### src/rtl/lightspeed_field.sv
// lightspeed_field: warp-effect streak field for the sprite renderer.
// Streaks fall per animation frame and respawn at LFSR-chosen columns.
module lightspeed_field #(
   parameter int          N_STREAKS = 4,
   parameter int          H_SIZE    = 2,
   parameter int          S_LEN     = 64,
   parameter int          D_WIDTH   = 640,
   parameter int          D_HEIGHT  = 480,
   parameter int          SPEED_MAX = 8,
   parameter logic [15:0] LFSR_SEED = 16'hACE1
) (
   input  logic                   i_clk,
   input  logic                   i_rst,
   input  logic                   i_ani_stb,
   input  logic                   i_paused,
   input  logic                   i_animate,
   output logic [12*N_STREAKS-1:0] o_x1,
   output logic [12*N_STREAKS-1:0] o_x2,
   output logic [12*N_STREAKS-1:0] o_y1,
   output logic [12*N_STREAKS-1:0] o_y2,
   output logic [7:0]             o_speed,
   output logic [1:0]             o_state
);

   // usable span of respawn centres
   localparam int XR = D_WIDTH - 2 * H_SIZE;

   typedef enum logic [1:0] {
      IDLE   = 2'd0,
      ACCEL  = 2'd1,
      CRUISE = 2'd2,
      DECEL  = 2'd3
   } state_t;

   state_t      state_q, state_d;
   logic [7:0]  speed_q, speed_d;
   logic [15:0] lfsr_q, lfsr_d;
   logic [11:0] x_q [N_STREAKS];
   logic [11:0] x_d [N_STREAKS];
   logic [11:0] y_q [N_STREAKS];
   logic [11:0] y_d [N_STREAKS];

   logic       step;
   logic [7:0] speed_inc;
   logic [7:0] speed_dec;

   function automatic logic [11:0] x_init(input int i);
      return 12'(H_SIZE + ((i + 1) * XR) / (N_STREAKS + 1));
   endfunction

   function automatic logic [11:0] y_init(input int i);
      return 12'((i * D_HEIGHT) / N_STREAKS);
   endfunction

   // low 10 bits of v rotated left by s
   function automatic logic [9:0] rot_lo10(
      input logic [15:0] v,
      input int          s
   );
      logic [9:0] r;
      r = '0;
      for (int b = 0; b < 10; b++) begin
         r[b] = v[4'((b + 16 - (s % 16)) % 16)];
      end
      return r;
   endfunction

   assign step      = i_ani_stb & ~i_paused;
   assign speed_inc = speed_q + 8'd1;
   assign speed_dec = speed_q - 8'd1;

   // Galois LFSR free-runs every clock, independent of pause
   always_comb begin
      lfsr_d = {1'b0, lfsr_q[15:1]};
      if (lfsr_q[0]) begin
         lfsr_d = lfsr_d ^ 16'hB400;
      end
   end

   // speed ramp FSM, advanced only on an unpaused frame strobe
   always_comb begin
      state_d = state_q;
      speed_d = speed_q;
      if (step) begin
         unique case (state_q)
            IDLE: begin
               if (i_animate) begin
                  speed_d = speed_inc;
                  if (speed_inc >= 8'(SPEED_MAX)) begin
                     state_d = CRUISE;
                  end else begin
                     state_d = ACCEL;
                  end
               end
            end
            ACCEL: begin
               if (!i_animate) begin
                  state_d = DECEL;
               end else begin
                  speed_d = speed_inc;
                  if (speed_inc >= 8'(SPEED_MAX)) begin
                     state_d = CRUISE;
                  end
               end
            end
            CRUISE: begin
               if (!i_animate) begin
                  speed_d = speed_dec;
                  if (speed_dec == 8'd0) begin
                     state_d = IDLE;
                  end else begin
                     state_d = DECEL;
                  end
               end
            end
            DECEL: begin
               if (i_animate) begin
                  state_d = ACCEL;
               end else begin
                  speed_d = speed_dec;
                  if (speed_dec == 8'd0) begin
                     state_d = IDLE;
                  end
               end
            end
            default: begin
               state_d = IDLE;
            end
         endcase
      end
   end

   // streak motion and respawn, using the registered speed and lfsr
   always_comb begin
      for (int i = 0; i < N_STREAKS; i++) begin
         logic [8:0]  v;
         logic [12:0] ny;
         logic [10:0] r;
         x_d[i] = x_q[i];
         y_d[i] = y_q[i];
         if (speed_q == 8'd0) begin
            v = 9'd0;
         end else begin
            v = {1'b0, speed_q} + 9'(i % 4);
         end
         ny = {1'b0, y_q[i]} + {4'b0, v};
         r  = {1'b0, rot_lo10(lfsr_q, 3 * i)};
         if (r >= 11'(XR)) begin
            r = r - 11'(XR);
         end
         if (step) begin
            if (ny >= 13'(D_HEIGHT)) begin
               y_d[i] = 12'd0;
               x_d[i] = 12'(H_SIZE) + {1'b0, r};
            end else begin
               y_d[i] = ny[11:0];
            end
         end
      end
   end

   // state registers with synchronous reset
   always_ff @(posedge i_clk) begin
      if (i_rst) begin
         state_q <= IDLE;
         speed_q <= 8'd0;
         lfsr_q  <= LFSR_SEED;
         for (int i = 0; i < N_STREAKS; i++) begin
            x_q[i] <= x_init(i);
            y_q[i] <= y_init(i);
         end
      end else begin
         state_q <= state_d;
         speed_q <= speed_d;
         lfsr_q  <= lfsr_d;
         for (int i = 0; i < N_STREAKS; i++) begin
            x_q[i] <= x_d[i];
            y_q[i] <= y_d[i];
         end
      end
   end

   for (genvar g = 0; g < N_STREAKS; g++) begin : g_out
      assign o_x1[12*g +: 12] = x_q[g] - 12'(H_SIZE);
      assign o_x2[12*g +: 12] = x_q[g] + 12'(H_SIZE);
      assign o_y1[12*g +: 12] = y_q[g];
      assign o_y2[12*g +: 12] = y_q[g] + 12'(S_LEN);
   end

   assign o_speed = speed_q;
   assign o_state = state_q;

endmodule

### config.mk
export PLATFORM = sky130hd
export DESIGN_NAME = lightspeed_field
export DESIGN_NICKNAME = d
export VERILOG_FILES = /design/src/rtl/lightspeed_field.sv
export SDC_FILE = /design/constraint.sdc
export NUM_CORES = 1
export LEC_CHECK = 0
export CORE_MARGIN = 2
export CORE_UTILIZATION = 50
export DETAILED_ROUTE_END_ITERATION = 8
export PLACE_DENSITY_LB_ADDON = 0.12
export SLEW_MARGIN = 20
export SYNTH_ARGS = -nofsm -noshare
export SYNTH_HDL_FRONTEND = slang
export SYNTH_SLANG_ARGS = --single-unit
### constraint.sdc
create_clock -name i_clk -period 6.3 [get_ports i_clk]
set_clock_uncertainty 0.2 [all_clocks]
set_input_delay 0.945 -clock i_clk [delete_from_list [all_inputs] [get_ports i_clk]]
set_output_delay 0.945 -clock i_clk [all_outputs]
set_load 0.005 [all_outputs]
# After elaboration in Yosys (flattened, before gate mapping)
# Memories as Yosys holds them, arrays and structs flattened.
# Index checks and enable logic that the tools add are counted.
# W data, S select, Z words.
# word_totals
ff_bits,10
ram_bits,96
input_bits,5
output_inout_bits,202
n_memories,2
# op_classes
addsub,21
magnitude_cmp,5
eq_ne,9
muxes,43
n_bitwise,10
n_reduce_logical,7
# mem_list
memory,depth,word_bits,rd,rd_clocked_by_memory_dff,wr,line_no,rtl
x_q,4,12,4,0,4,38,logic [11:0] x_q [N_STREAKS];
y_q,4,12,4,0,4,40,logic [11:0] y_q [N_STREAKS];
# op_table
op,n
$mux W12,24
$add A12 B9 Y13,4
$ge A13 B9 Y1 const B,4
$add A12 B2 Y12 const B,4
$add A12 B7 Y12 const B,4
$sub A12 B2 Y12 const B,4
$mux W9,3
$mux W8,3
$add A8 B2 Y9 const B,2
$logic_not A8 Y1,2
$mux W2,8
$pmux W8 S2,1
$add A8 B1 Y9 const B,1
$add A8 B1 Y8 const B,1
$ge A8 B4 Y1 const B,1
$or A1 B1 Y1,8
$pmux W2 S4,1
$sub A8 B1 Y8 const B,1
$ne A2 B2 Y1 const B,3
$ne A3 B3 Y1 const B,2
$reduce_and A5 Y1,1
$eq A2 B2 Y1 const B,2
$reduce_or A2 Y1,2
$mux W1,3
6 further kinds,6

# Logic depth before layout (Yosys ltp)
# Gate-level depths: netlist (run 1).
# logic_depth
ltp_word,7
ltp_mapped,16

# Worst setup path before layout (run 1)
# No wires, ideal clock.
# synth_path
path_type,reg-to-reg
startpoint,register speed_q[0] (netlist: o_speed[0])
endpoint,memory y_q[1][0]
setup_ps,74
arrival_ps,3385
t_required_ps,6026
setup_slack_ps,2641
stages_incl_launch_ff,17
cell_sequence,dfxtp_1 > clkbuf_1 > inv_1 > ha_1 > and3_1 > clkbuf_1 > nor2_1 > ha_1 > inv_1 > fa_1 > nand2b_1 > a211oi_1 > o31ai_1 > a21boi_0 > xor2_1 > or3b_2 > o21ai_0
# synth_rtl
element,line_no,rtl
from (decl),36,"logic [7:0] speed_q, speed_d;"
from (signal assigned),174,speed_q <= speed_d;
to (decl),40,

==> results of run 1 <==
-- worst max-delay path, cell delays in order, from the launching register on --
cell       delay [ns]
dfxtp_1          0.74
or3_1            0.24
nor2_1           0.09
and3_1           0.31
nor2_1           0.25
ha_1             0.26
inv_1            0.07
fa_1             0.40
nor2b_1          0.25
o31ai_4          0.11
a211o_1          0.27
o211a_1          0.16
a2111oi_4        0.46
a21o_1           0.18
a22o_1           0.11
-- power by group through the flow --
stage / Sequential [mW] / Combinational (mW) / Clock [mW]
after floorplan: 0.399 / 0.184 / 0
after global placement: 0.407 / 0.201 / 0
after detailed placement: 0.407 / 0.204 / 0
after CTS: 0.400 / 0.206 / 0.481
after global routing: 0.401 / 0.229 / 0.492
final: 0.400 / 0.206 / 0.471
-- cells in the mapped netlist (all sizes together) (5+ instances only) --
master / instances
a21o: 9
nand3: 25
nand4: 6
inv: 30
o21a: 7
xnor2: 32
nor3: 15
nand2: 55
nor4: 5
clkbuf: 29
o21ai: 36
a221o: 6
a21oi: 42
buf: 125
nand2b: 18
o31ai: 9
o211ai: 12
or3: 9
ha: 47
dfxtp: 58
and3: 5
and2: 14
xor2: 31
nor2: 50
a211oi: 11
-- layout by cell type, fill, tap and decap left out, types with 15 or more instances in the layout --
| master | n |
|---|---|
| o21ai_0 | 35 |
| nor2_1 | 50 |
| nand2b_1 | 18 |
| xor2_1 | 30 |
| nand3_1 | 25 |
| xnor2_1 | 32 |
| conb_1 | 96 |
| nor3_1 | 15 |
| nand2_1 | 55 |
| ha_1 | 47 |
| inv_1 | 30 |
| clkdlybuf4s50_1 | 109 |
| a21oi_1 | 40 |
| dfxtp_1 | 58 |
-- per-layer routing --
layer  track usage  up-vias  wire (µm)  part of all wire
met5             0        -          0                 0
met4        0.0774        0        274             0.019
met2         0.373      186       6790              0.48
met3        0.0321       23        838             0.059
met1         0.283     2373       6320              0.44
li1              -     2485          -                 -
-- worst max-delay path by stage --
stage / from / end / slack (ns) / depth (start not counted)
after global routing: o_speed[4]$_SDFFE_PP0P_ / y_q[1][0]$_SDFFE_PP0P_ / 1.84 / 14
after global placement: o_speed[6]$_SDFFE_PP0P_ / y_q[0][8]$_SDFFE_PP0P_ / 2.34 / 14
final: o_speed[4]$_SDFFE_PP0P_ / y_q[0][8]$_SDFFE_PP0P_ / 2.13 / 14
after CTS: o_speed[4]$_SDFFE_PP0P_ / y_q[0][8]$_SDFFE_PP0P_ / 2.18 / 14
after floorplan: o_speed[0]$_SDFFE_PP0P_ / y_q[1][0]$_SDFFE_PP0P_ / 2.64 / 16
after detailed placement: o_speed[4]$_SDFFE_PP0P_ / y_q[0][8]$_SDFFE_PP0P_ / 2.19 / 14
-- registers in the layout, summed over array words and instances, names as in the netlist --
register and count:
o_state 2, o_speed 8, y_q 48
-- cell families after synthesis --
group | Yosys count | share of synthesized area
adders and majority gates | 51 | 0.115
xor gates and xnor gates | 63 | 0.0961
and+or+nand+nor | 218 | 0.185
buffers and inverters | 184 | 0.197
DFF | 58 | 0.199
AOI/OAI and AO/OA | 163 | 0.199
other | 2 | 0.00129
muxes | 4 | 0.00688
-- layout make-up --
class                      count  area, µm²  area share
multi-input combinational    595       3870       0.577
sequential                    58       1160       0.173
timing repair buffer         112       1110       0.166
clock buffer                  10        229      0.0341
tap                          143        179      0.0267
inverter                      30        113      0.0168
clock inverter                 4       45.0     0.00672
-- per-stage QoR --
stage / hold WS (ns) / util
2_1_floorplan: 0.277 / -
3_3_place_gp: 0.281 / 0.566
3_5_place_dp: 0.294 / 0.566
4_1_cts: 0.303 / 0.590
5_1_grt: 0.320 / 0.590
6_report: 0.290 / 0.590
==> flow_summary_export.csv, run 1 <==
group,metric,value,unit
status,status,"completed",
clocking,ctsLongestPathBuffers,2,
layout,fillCellCount,1065,
sta,fmax,240,MHz
drt,drtIter0Drc,279,
synthesis,ys_ff_latch,58,
critical_path,end_kind,"flip-flop",
hold_path,hold_end,"y_q[2][3]$_SDFFE_PP0P_",
critical_path,crit_type,"reg -> reg",
die,dieArea,12500,µm²
drt,via_count,5067,
clocking,htree_levels,3,
critical_path,reg2reg_from,"o_speed[4]$_SDFFE_PP0P_",
place,hpwl,10700,µm
die,chipHeight,112,µm
clocking,cts_resized,0,
synthesis,netlist.area_leader.share,0.199,
critical_path,crit_arrival,4.24,ns
critical_path,cp_max_fo,16,
sta,setup-tns-final,0,ns
global_route,grt_use_total,0.219,
clocking,cts.sinks,58,
sta,slew_headroom,0.368,
global_route,grt_pass1_vias,4501,
sta,maxSlewViolCount,0,
power,ir_worst_vdd,0.0962,mV
clocking,cts_tree,"built",
layout,final_cells,952,
die,coreArea,11400,µm²
drt,wirelength,14200,µm
place,io_buffers,110,
drt,firstDrtPassIters,6,
synthesis,synth_cell_type_count,64,
flow_run,cap_violations,0,
power,p_comb_frac,0.191,
clocking,clkTransAtPathRegs,0.05,ns
clocking,postCtsSetupRepairBufs,0,
synthesis,synth-main-ff-cell,"dfxtp_1",
critical_path,rr_worst_depth,14,
critical_path,rr_endpoint,"y_q[0][8]$_SDFFE_PP0P_",
synthesis,synthArstFlopShare,0,
power,p_per_area,161,nW/µm²
synthesis,syn_area,5820,µm²
power,intPower,0.769,mW
global_route,grt_overflow,0,
drt,wl_per_cell,14.9,µm
sta,finalHoldViolCount,0,
global_route,grt_pass1_wl,22500,µm
drt,route.detailed.drc,0,
drt,via_per_inst,5.32,
die,row_count,39,
synthesis,synth_edf_count,0,
global_route,antenna_found_initial,0,
place,dp_slack,2.19,ns
power,power.total,1.08,mW
place,place.gp.congestion,0.898,
clocking,clockRootBuffer,"clkbuf_16",
layout,final_area,6710,µm²
power,p_sw_frac,0.286,
global_route,grt_max_degree,41,
sta,min_period,4.17,ns
sta,worst_pin_slew,0.946,ns
power,power.leakage,2.89,nW
sta,setup_violations,0,
power,power.switching,0.308,mW
die,io_pins,207,
layout,nets,862,
drt,ant_nets,0,
place,placed_cells_incl_taps,938,
critical_path,r2r_setup_slack,2.13,ns
die,start_util,0.512,
hold_path,hp-start,"y_q[2][3]$_SDFFE_PP0P_",
power,seqPwrFrac,0.372,
power,clkPwrFrac,0.437,
clocking,hold_buffers,0,
sta,min_period_over_period,0.662,
synthesis,avgSynthCellArea,7.83,µm²
sta,rsz0062_at_grt,"no",
die,die_w,112,µm
synthesis,synth_top_area_cell,"dfxtp_1",
critical_path,worstPathRequired,6.37,ns
layout,area_growth,15.2,%
clocking,cts_made_buffers,9,
critical_path,cp-start-kind,"flip-flop",
sta,finalWorstSetupSlack,2.13,ns
synthesis,ys_top_cells_by_area,"dfxtp_1 20%, buf_4 15%, ha_1 10%",
layout,drive_gt1_frac,0.0383,
place,post_dp_cell_area,6430,µm²
synthesis,ys_seq_area_frac,0.199,
clocking,clk_latency,0.33,ns
synthesis,synthesis.instances,743,
hold_path,min_path_type,"reg -> reg",
synthesis,yosys_warnings,0,
layout,antenna_cells,0,
hold_path,hold_depth,2,
(Power assumes the default switching activity.)
==> run 2, diff against run 1 <==
- CORE_UTILIZATION: 50 -> 42
- clock period: 6.3 -> 3.8 ns (I/O delays scaled with it)
==> flow_summary_export.csv, run 2 (synthesis gave the netlist of run 1 again) <==
group,metric,value,unit
critical_path,cp-start-kind,"flip-flop",
global_route,grt_max_degree,41,
layout,largest_reg_flops,48,
place,place.gp.congestion,0.899,
place,placed_cells_incl_taps,994,
drt,route.detailed.drc,0,
critical_path,worstPathRequired,3.83,ns
layout,final_area,6960,µm²
sta,fmax,278,MHz
drt,wl_per_cell,14.8,µm
sta,rsz0062_at_grt,"no",
clocking,cts_made_buffers,9,
critical_path,cpMostUsedCell,"a21o_1",
global_route,grt_pass1_wl,23500,µm
clocking,clkTransAtPathRegs,0.05,ns
place,post_dp_cell_area,6630,µm²
layout,drive_gt1_frac,0.0718,
layout,final_cell_mix,"110 x clkdlybuf4s50_1, 96 x conb_1, 58 x dfxtp_1",
sta,slew_headroom,0.555,
clocking,htree_levels,3,
die,coreArea,13700,µm²
sta,worst_pin_slew,0.663,ns
clocking,clk_latency,0.34,ns
status,status,"completed",
critical_path,cp_max_fo,5,
clocking,ctsLongestPathBuffers,2,
global_route,grt_pass1_vias,4657,
drt,drtIter0Drc,324,
critical_path,worstPathCellList,"or3_1, nor2_2, and3_4, nor2_1, ha_1, inv_1, fa_1, nor2b_1, o31ai_4, a21o_1, mux2i_1, a2111oi_4, a21o_1, a22o_1",
hold_path,min_path_type,"reg -> reg",
critical_path,cp_slowest_cell,"or3_1",
clocking,cts_tree,"built",
drt,firstDrtPassIters,5,
layout,mostFrequentLayoutCell,"clkdlybuf4s50_1",
die,io_pins,207,
sta,setup-tns-final,0,ns
critical_path,end_kind,"flip-flop",
die,start_util,0.424,
layout,final_core_util,0.507,
clocking,cts.sinks,58,
sta,min_period,3.59,ns
layout,final_cells,1016,
sta,min_period_over_period,0.945,
clocking,clockRootBuffer,"clkbuf_16",
layout,area_growth,19.5,%
die,die_w,122,µm
drt,ant_nets,0,
flow_run,cap_violations,0,
global_route,grt_use_total,0.200,
die,row_count,43,
global_route,antenna_found_initial,0,
clocking,hold_buffers,0,
critical_path,crit_type,"reg -> reg",
power,power.total,1.77,mW
drt,wirelength,15000,µm
layout,nets,887,
sta,setup_violations,0,
global_route,grt_overflow,0,
critical_path,crit_arrival,3.62,ns
die,chipHeight,122,µm
place,io_buffers,110,
power,power.leakage,3.02,nW
die,dieArea,14800,µm²
drt,via_count,5208,
layout,max_flop_register,"y_q",
power,ir_worst_vdd,0.188,mV
power,p_per_area,255,nW/µm²
place,hpwl,11400,µm
sta,maxSlewViolCount,0,
drt,via_per_inst,5.13,
sta,finalHoldViolCount,0,
critical_path,cpPeakStageDelay,0.43,ns
layout,fillCellCount,1346,
layout,antenna_cells,0,
==> run 2: cell count changes in the layout (fill, tap and decap cells not counted), sizes merged <==
cell,change
clkdlybuf4s50,+1
buf,+24
clkbuf,+3
bufinv,-1
==> run 2: power by group <==
part	switching [mW]	internal, mW
Clock	0.287	0.455
Sequential	0.0261	0.628
Combinational	0.206	0.172
Total	0.520	1.26
==> run 2: final timing paths <==
check / startpoint / end / slack (ns) / depth (start not counted)
min: y_q[2][3]$_SDFFE_PP0P_ / y_q[2][3]$_SDFFE_PP0P_ / 0.29 / 2
max: o_speed[5]$_SDFFE_PP0P_ / y_q[0][8]$_SDFFE_PP0P_ / 0.21 / 14
min reg2reg: y_q[2][3]$_SDFFE_PP0P_ / y_q[2][3]$_SDFFE_PP0P_ / 0.29 / 2
max reg2reg: o_speed[5]$_SDFFE_PP0P_ / y_q[0][8]$_SDFFE_PP0P_ / 0.21 / 14
==> run 2: through the flow <==
stage | hold slack [ns] | worst slack (ns)
after global routing | 0.321 | 0.00589
final | 0.289 | 0.208
after global placement | 0.289 | 0.194
after detailed placement | 0.285 | 0.153
after floorplan | 0.277 | 0.141
after CTS | 0.294 | 0.118
==> run 2: worst max-delay path: cells and delay by family, from the launching register on <==
family / cells / cell delay (ns)
AND/OR/NAND/NOR: 5 / 1.01
buffers and inverters: 1 / 0.08
multiplexers: 1 / 0.36
flip-flops: 1 / 0.30
adder cells (fa/ha/maj): 2 / 0.46
AO/OA/AOI/OAI: 5 / 1.07
==> run 2: what timing repair did <==
| item | in CTS | in global routing |
|---|---|---|
| endpoints found under the setup margin | 0 | 33 |
| endpoints found under the hold margin | 0 | 0 |
| buffers inserted | 0 | 6 |
| gates resized for setup | 0 | 6 |
==> run 2: routing by layer <==
metal | routed length, µm | track usage
met1 | 6630 | 0.256
met2 | 7190 | 0.341
met3 | 970 | 0.0337
met4 | 231 | 0.0661
met5 | 0 | 0
==> run 2: layout make-up <==
type | instances | area, µm² | area share
timing repair buffer | 137 | 1300 | 0.187
tap | 180 | 225 | 0.0324
clock buffer | 13 | 250 | 0.0360
multi-input combinational | 595 | 3890 | 0.559
inverter | 30 | 113 | 0.0162
sequential | 58 | 1160 | 0.167
clock inverter | 3 | 15.0 | 0.00216
==> run 3, diff against run 2 <==
- REMOVE_ABC_BUFFERS: default -> 1
==> flow_summary_export.csv, run 3 (synthesis gave the netlist of run 1 again) <==
group,metric,value,unit
status,status,"completed",
power,power.switching,0.514,mW
sta,min_period,3.57,ns
global_route,antenna_found_initial,0,
layout,final_cells,1015,
critical_path,rr_endpoint,"y_q[0][4]$_SDFFE_PP0P_",
critical_path,cp-start-kind,"flip-flop",
global_route,grt_overflow,0,
clocking,htree_levels,3,
power,intPower,1.34,mW
place,dp_slack,0.0186,ns
critical_path,reg2reg_from,"o_speed[0]$_SDFFE_PP0P_",
critical_path,cp_max_fo,6,
sta,finalHoldViolCount,0,
sta,setup-tns-final,0,ns
critical_path,rr_worst_depth,14,
drt,drtIter0Drc,211,
layout,fillCellCount,1349,
global_route,grt_pass1_wl,23100,µm
hold_path,hp-start,"y_q[2][3]$_SDFFE_PP0P_",
power,p_per_area,265,nW/µm²
clocking,cts_made_buffers,9,
layout,final_cell_mix,"110 x clkdlybuf4s50_1, 96 x conb_1, 58 x dfxtp_1",
clocking,cts_tree,"built",
drt,ant_nets,0,
die,io_pins,207,
sta,finalWorstSetupSlack,0.226,ns
place,place.gp.congestion,0.898,
critical_path,worstPathRequired,3.83,ns
layout,mostFrequentLayoutCell,"clkdlybuf4s50_1",
drt,firstDrtPassIters,4,
critical_path,end_kind,"flip-flop",
place,placed_cells_incl_taps,995,
layout,final_core_util,0.510,
drt,via_per_inst,5.03,
place,io_buffers,110,
layout,largest_reg_flops,48,
layout,max_flop_register,"y_q",
clocking,ctsLongestPathBuffers,2,
layout,drive_gt1_frac,0.0766,
sta,setup_violations,0,
power,ir_worst_vdd,0.195,mV
clocking,cts.sinks,58,
power,power.leakage,3.03,nW
die,row_count,43,
die,start_util,0.424,
power,clkPwrFrac,0.443,
place,hpwl,11200,µm
flow_run,cap_violations,0,
clocking,clkTransAtPathRegs,0.05,ns
layout,nets,886,
critical_path,crit_type,"reg -> reg",
hold_path,min_path_type,"reg -> reg",
layout,area_growth,20.3,%
die,chipHeight,122,µm
sta,rsz0062_at_grt,"no",
sta,worst_pin_slew,0.680,ns
drt,via_count,5105,
sta,slew_headroom,0.546,
sta,maxSlewViolCount,0,
global_route,grt_max_degree,26,
die,dieArea,14800,µm²
clocking,hold_buffers,0,
drt,wl_per_cell,14.3,µm
drt,wirelength,14500,µm
global_route,grt_pass1_vias,4519,
die,coreArea,13700,µm²
layout,final_area,7000,µm²
critical_path,r2r_setup_slack,0.23,ns
global_route,grt_use_total,0.197,
hold_path,hold_end,"y_q[2][3]$_SDFFE_PP0P_",
layout,antenna_cells,0,
clocking,clockRootBuffer,"clkbuf_16",
sta,hold-worst-slack,0.293,ns
drt,route.detailed.drc,0,
power,power.total,1.86,mW
die,die_w,122,µm
power,seqPwrFrac,0.352,
power,p_sw_frac,0.277,
hold_path,hold_depth,2,
power,p_comb_frac,0.205,
clocking,clk_latency,0.33,ns
sta,min_period_over_period,0.941,
critical_path,crit_arrival,3.60,ns
sta,fmax,280,MHz
place,post_dp_cell_area,6630,µm²
==> run 3: power by group through the flow <==
stage          sequential [mW]  combinational, mW  clock (mW)
5_1_grt                  0.657              0.425       0.867
6_report                 0.654              0.380       0.822
2_1_floorplan            0.668              0.201           0
3_5_place_dp             0.666              0.365           0
3_3_place_gp             0.665              0.361           0
4_1_cts                  0.653              0.368       0.842
==> run 3: worst max-delay path by stage <==
stage                                  from                      to  slack [ns]  cells after the start
floorplan           o_speed[4]$_SDFFE_PP0P_  y_q[1][0]$_SDFFE_PP0P_        0.20                     14
global placement    o_speed[5]$_SDFFE_PP0P_  y_q[0][8]$_SDFFE_PP0P_        0.05                     14
detailed placement  o_speed[5]$_SDFFE_PP0P_  y_q[0][8]$_SDFFE_PP0P_        0.02                     14
CTS                 o_speed[5]$_SDFFE_PP0P_  y_q[0][8]$_SDFFE_PP0P_       0.001                     14
global route        o_speed[5]$_SDFFE_PP0P_  y_q[2][4]$_SDFFE_PP1P_        0.01                     13
finish              o_speed[0]$_SDFFE_PP0P_  y_q[0][4]$_SDFFE_PP0P_        0.23                     14
==> run 3: layer usage <==
| metal | vias up | global-route usage | part of all wire |
|---|---|---|---|
| li1 | 2537 | - | - |
| met2 | 187 | 0.310 | 0.45 |
| met1 | 2356 | 0.264 | 0.47 |
| met3 | 25 | 0.0501 | 0.058 |
| met5 | - | 0 | 0 |
| met4 | 0 | 0.0618 | 0.022 |
==> run 3: layout make-up <==
type,count,area (µm²),share of cell area
Multi-Input combinational cell,595,3910,0.558
Timing Repair Buffer,136,1300,0.185
Sequential cell,58,1160,0.166
Clock buffer,14,264,0.0377
Tap cell,180,225,0.0322
Inverter,30,113,0.0161
Clock inverter,2,35.0,0.00500
==> run 3: repair_timing <==
item	CTS	global route
setup buffers	0	4
resized for setup	0	13
setup endpoints to repair	0	36
==> run 3: critical path, stage by stage, from the launching register on <==
cell	delay, ns
dfxtp_1	0.32
inv_1	0.08
ha_1	0.22
and3_4	0.18
nor2_2	0.18
ha_1	0.26
inv_1	0.07
fa_1	0.40
nor2b_1	0.27
o31ai_4	0.14
a21o_1	0.20
nor3_1	0.39
a2111oi_4	0.15
buf_4	0.18
a32o_1	0.23
